File: src/rtl/tc_pl_spi_master.sv
// SPI mode-0 master: one command per transaction, MSB first, right-aligned data.
// Malformed commands are answered with an error response and never touch the bus.
module tc_pl_spi_master #(
  parameter int unsigned AGP0_25 = 8,
  parameter int unsigned CLK_DIV = 4
) (
  input  logic               clk,
  input  logic               rst,
  input  logic               cmd_valid,
  output logic               cmd_ready,
  input  logic [AGP0_25-1:0] cmd_sel,
  input  logic [5:0]         cmd_len,
  input  logic [31:0]        cmd_wdata,
  output logic               rsp_valid,
  output logic [31:0]        rsp_rdata,
  output logic               rsp_err,
  output logic               busy,
  output logic [AGP0_25-1:0] chip_sel,
  output logic               spi_CSN,
  output logic               spi_SCLK,
  output logic               spi_MOSI,
  input  logic               spi_MISO
);

  typedef enum logic [2:0] {StIdle, StSetup, StShiftH, StShiftL, StHold, StGap} state_e;

  localparam logic [7:0]         CntLoad = 8'(CLK_DIV - 1);
  localparam logic [AGP0_25-1:0] SelOne  = AGP0_25'(1);

  state_e             state_q, state_d;
  logic [7:0]         cnt_q, cnt_d;
  logic [5:0]         bits_q, bits_d;
  logic [31:0]        sdo_q, sdo_d;
  logic [31:0]        sdi_q, sdi_d;
  logic [31:0]        rdata_q, rdata_d;
  logic [AGP0_25-1:0] cs_q, cs_d;
  logic               csn_q, csn_d;
  logic               sclk_q, sclk_d;
  logic               mosi_q, mosi_d;
  logic               rsp_valid_q, rsp_valid_d;
  logic               rsp_err_q, rsp_err_d;

  logic        accept;
  logic        sel_ok;
  logic        len_ok;
  logic        phase_done;
  logic [31:0] wd_aligned;

  assign cmd_ready  = (state_q == StIdle) && !rst;
  assign accept     = cmd_valid && cmd_ready;
  assign busy       = (state_q != StIdle) || accept;
  assign sel_ok     = (cmd_sel != '0) && ((cmd_sel & (cmd_sel - SelOne)) == '0);
  assign len_ok     = (cmd_len != 6'd0) && (cmd_len <= 6'd32);
  assign phase_done = (cnt_q == 8'd0);
  // Left-align the payload so the next bit to send is always sdo[31].
  assign wd_aligned = cmd_wdata << (6'd32 - cmd_len);

  always_comb begin
    state_d     = state_q;
    cnt_d       = phase_done ? cnt_q : cnt_q - 8'd1;
    bits_d      = bits_q;
    sdo_d       = sdo_q;
    sdi_d       = sdi_q;
    rdata_d     = rdata_q;
    cs_d        = cs_q;
    csn_d       = csn_q;
    sclk_d      = sclk_q;
    mosi_d      = mosi_q;
    rsp_valid_d = 1'b0;
    rsp_err_d   = 1'b0;

    unique case (state_q)
      StIdle: begin
        if (accept) begin
          bits_d = cmd_len;
          sdi_d  = '0;
          cnt_d  = CntLoad;
          if (len_ok && sel_ok) begin
            state_d = StSetup;
            csn_d   = 1'b0;
            cs_d    = cmd_sel;
            sdo_d   = wd_aligned;
            mosi_d  = wd_aligned[31];
          end else begin
            state_d     = StGap;
            rsp_valid_d = 1'b1;
            rsp_err_d   = 1'b1;
            rdata_d     = '0;
          end
        end
      end
      StSetup: begin
        if (phase_done) begin
          state_d = StShiftH;
          sclk_d  = 1'b1;
          cnt_d   = CntLoad;
        end
      end
      StShiftH: begin
        if (cnt_q == CntLoad) begin
          sdi_d = {sdi_q[30:0], spi_MISO};
        end
        if (phase_done) begin
          sclk_d = 1'b0;
          cnt_d  = CntLoad;
          if (bits_q == 6'd1) begin
            state_d = StHold;
          end else begin
            state_d = StShiftL;
            bits_d  = bits_q - 6'd1;
            sdo_d   = sdo_q << 1;
            mosi_d  = sdo_q[30];
          end
        end
      end
      StShiftL: begin
        if (phase_done) begin
          state_d = StShiftH;
          sclk_d  = 1'b1;
          cnt_d   = CntLoad;
        end
      end
      StHold: begin
        if (phase_done) begin
          state_d     = StGap;
          csn_d       = 1'b1;
          cs_d        = '0;
          mosi_d      = 1'b0;
          cnt_d       = CntLoad;
          rsp_valid_d = 1'b1;
          rdata_d     = sdi_q;
        end
      end
      StGap: begin
        if (phase_done) begin
          state_d = StIdle;
        end
      end
      default: state_d = StIdle;
    endcase
  end

  always_ff @(posedge clk) begin
    if (rst) begin
      state_q     <= StIdle;
      cnt_q       <= 8'd0;
      bits_q      <= 6'd0;
      sdo_q       <= '0;
      sdi_q       <= '0;
      rdata_q     <= '0;
      cs_q        <= '0;
      csn_q       <= 1'b1;
      sclk_q      <= 1'b0;
      mosi_q      <= 1'b0;
      rsp_valid_q <= 1'b0;
      rsp_err_q   <= 1'b0;
    end else begin
      state_q     <= state_d;
      cnt_q       <= cnt_d;
      bits_q      <= bits_d;
      sdo_q       <= sdo_d;
      sdi_q       <= sdi_d;
      rdata_q     <= rdata_d;
      cs_q        <= cs_d;
      csn_q       <= csn_d;
      sclk_q      <= sclk_d;
      mosi_q      <= mosi_d;
      rsp_valid_q <= rsp_valid_d;
      rsp_err_q   <= rsp_err_d;
    end
  end

  assign chip_sel  = cs_q;
  assign spi_CSN   = csn_q;
  assign spi_SCLK  = sclk_q;
  assign spi_MOSI  = mosi_q;
  assign rsp_valid = rsp_valid_q;
  assign rsp_err   = rsp_err_q;
  assign rsp_rdata = rdata_q;

endmodule
File: config.mk
export PLATFORM = sky130hd
export DESIGN_NAME = tc_pl_spi_master
export DESIGN_NICKNAME = d
export VERILOG_FILES = /design/src/rtl/tc_pl_spi_master.sv
export SDC_FILE = /design/constraint.sdc
export NUM_CORES = 1
export LEC_CHECK = 0
export CAP_MARGIN = 0
export CORE_ASPECT_RATIO = 2
export CORE_MARGIN = 2
export CORE_UTILIZATION = 29
export CTS_BUF_LIST = sky130_fd_sc_hd__clkbuf_16
export DETAILED_ROUTE_END_ITERATION = 8
export SETUP_SLACK_MARGIN = 0.02
export SYNTH_ARGS = -nofsm -noshare
export SYNTH_HDL_FRONTEND = slang
export SYNTH_SLANG_ARGS = --single-unit
File: constraint.sdc
create_clock -name clk -period 3.4 [get_ports clk]
set_clock_uncertainty 0.1 [all_clocks]
set_input_delay 0.51 -clock clk [delete_from_list [all_inputs] [get_ports clk]]
set_output_delay 0.51 -clock clk [all_outputs]
set_load 0.05 [all_outputs]
==> results_dict.tcl <==
set metrics [dict create \
    drt_iter0_drc 435 \
    ant_nets 0 \
    antenna_found_initial 0 \
    power_density_nw_per_um2 598.6 \
    worst_setup_path_end_kind "register" \
    synth_area_per_cell_um2 8.294 \
    crit_path_cell_trace "clkdlybuf4s50_1 -> inv_1 -> ha_2 -> nor4b_1 -> xor2_1 -> a2111oi_4 -> buf_4 -> nand2_1 -> a211o_1" \
    cpPeakStageDelay_ns 0.49 \
    cts.clk_slew.worst_paths_ns 0.06 \
    setup_viol 0 \
    max-slew-margin-rel 0.2076 \
    cts_tree "yes" \
    port_buffers 96 \
    leakage_uw 0.003284 \
    first_global_vias 6870 \
    synth.cell_area_um2 7224 \
    fillers 2508 \
    die_area_um2 26270 \
    seq_area_um2 2502 \
    worst_pin_slew_ns 1.189 \
    viasPerCell 5.252 \
    rsz0062_at_grt "false" \
    place_hpwl_mm 16.46 \
    setup_slack_ns 0.3499 \
    hold_class "register to register" \
    postSynth.asyncResetShare 0 \
    overflow 0 \
    clk_latency_ns 0.41 \
    synth_fp_nets 927 \
    postCtsHoldBufs 0 \
    core_um2 24420 \
    clkSinkCount 125 \
    synth_edf_count 0 \
    drcViolationCount 0 \
    period_minus_slack_ns 3.050 \
    drt-total-wl_mm 21.94 \
    gp_congestion 0.8905 \
    synthToLayoutAreaGrowth_pct 31.23 \
    ys_types 60 \
    die_x_um 115.6 \
    slowest_stage "nor4b_1" \
    grt_start_max_net_pins 73 \
    cts_buffer_depth 2 \
    start_util 0.2958 \
    cts_buffers 17 \
    drv_cap 0 \
    io_pins 97 \
    ys_warn_count 0 \
    cp.required_ns 3.60 \
    worstSetupStartpointType "input pin" \
    cp_max_fo 9 \
    cts-root-buf "clkbuf_16" \
    critPathKind "input pin to register" \
    cts_resized 0 \
    vias 6928 \
    place_ws_ns -0.2379 \
    outcome "finished clean" \
    slew_violations 0 \
    synthFlopType "dfxtp_1" \
    worstHoldStart "rsp_rdata[4]" \
    grt_pass1_wl_mm 35.16 \
    finalNetCount 1030 \
    netlist_instances 871 \
    crit_start "cmd_len[1]" \
    grtUsageTotal 0.1704 \
    routedWlPerCell_um 16.64 \
    num_antenna_cells 0 \
    yosysSeqAreaShare 0.3464 \
    ys_seq_elements 125 \
    drive_above_1_share 0.1743 \
    r2r_start "cnt_q[4]" \
    fmax_mhz 327.9 \
    die_h_um 227.2 \
    placementRows 81 \
    hold_viol_final 0 \
    fin_crit_sh 0.8971 \
    utilization 0.3881 \
    multi_input_area_um2 4338 \
    arrival_ns 3.25 \
    cts-htree-levels 4 \
    vdd_drop_max_mv 0.3931 \
    cts_setup_buffers 0 \
    dr.pass1.iters 5 \
]
==> power by group <==
| group | switching (µW) | internal, µW | leakage (µW) |
|---|---|---|---|
| registers | 145 | 1610 | 0.00101 |
| logic | 1200 | 734 | 0.00196 |
| clock network | 686 | 1300 | 0.000309 |
| total | 2030 | 3650 | 0.00328 |
==> registers in the layout, indices dropped and copies added (netlist names) <==
register / cells
cnt_q: 8
chip_sel: 8
spi_CSN: 1
sdi_q: 32
sdo_q: 31
spi_MOSI: 1
state_q: 3
rsp_err: 1
spi_SCLK: 1
rsp_valid: 1
rsp_rdata: 32
bits_q: 6
==> per-layer routing <==
metal,wire [µm],GRT usage,vias up
li1,-,-,3400
met1,7911,0.1641,3316
met2,12550,0.3360,175
met3,554,0.02396,37
met4,929,0.09133,0
met5,0,0,-
==> worst max-delay path, delay by kind of cell <==
kind | cells | cell delay, ns
AO/OA/AOI/OAI | 2 | 0.77
XOR/XNOR | 1 | 0.26
adder cells (fa/ha/maj) | 1 | 0.26
buffers and inverters | 3 | 0.73
AND/OR/NAND/NOR | 2 | 0.72
==> placed cells by master (no fill, tap or decap), types with 13 or more instances in the layout <==
cell type	count
nand3_1	46
a21oi_1	105
dfxtp_1	125
o21ai_0	14
a211oi_1	37
nand2_1	105
buf_4	67
mux4_2	23
nor2_1	85
clkdlybuf4s50_1	92
mux2i_1	34
nand4_1	34
clkbuf_16	17
inv_1	13
nor3_1	21
mux2_2	28
==> metrics by stage <==
step / std cells / area (µm²) / power, µW / hold slack [ns] / setup TNS [ns]
floorplan: 871 / 7232 / 3102 / 0.3322 / 0
global placement: 1287 / 8837 / 3688 / 0.3400 / -10.94
detailed placement: 1287 / 8837 / 3718 / 0.3446 / -8.568
CTS: 1319 / 9480 / 5720 / 0.3509 / 0
global route: 1319 / 9480 / 5970 / 0.3711 / 0
finish: 1319 / 9480 / 5675 / 0.3477 / 0
==> worst paths after layout <==
path / endpoint / slack (ns) / depth (start not counted)
worst max-delay path: spi_CSN / 0.35 / 9
worst max register to register: sdo_q[10] / 0.60 / 8
worst min-delay path: rsp_rdata[4] / 0.35 / 2
worst min register to register: rsp_rdata[4] / 0.35 / 2
==> area by class of cell <==
cell class / instances / share of cell area
inverter: 14 / 0.005543
timing repair buffer: 165 / 0.1613
clock buffer: 17 / 0.04487
clock inverter: 15 / 0.02296
tap: 332 / 0.04382
multi-input combinational: 651 / 0.4576
sequential: 125 / 0.2640
==> synthesized netlist by cell type (all sizes together), types with 23 or more instances <==
cell type / number / area, µm²
a211oi: 39 / 302.8
nor2: 86 / 322.8
nand4: 34 / 212.7
mux2: 28 / 315.3
buf: 29 / 162.7
mux2i: 34 / 340.3
nand3: 46 / 230.2
clkbuf: 52 / 195.2
dfxtp: 125 / 2502
a21oi: 105 / 525.5
mux4: 23 / 518.0
nand2: 105 / 394.1
==> logic make-up after synthesis <==
family	after synthesis	synth area share
buffers and inverters	95	0.05681
AO/OA/AOI/OAI	212	0.1893
multiplexers	85	0.1625
XOR/XNOR	14	0.01697
adder cells (fa/ha/maj)	7	0.01178
AND/OR/NAND/NOR	333	0.2163
flip-flops	125	0.3464
Power figures use the tool's default switching activity.
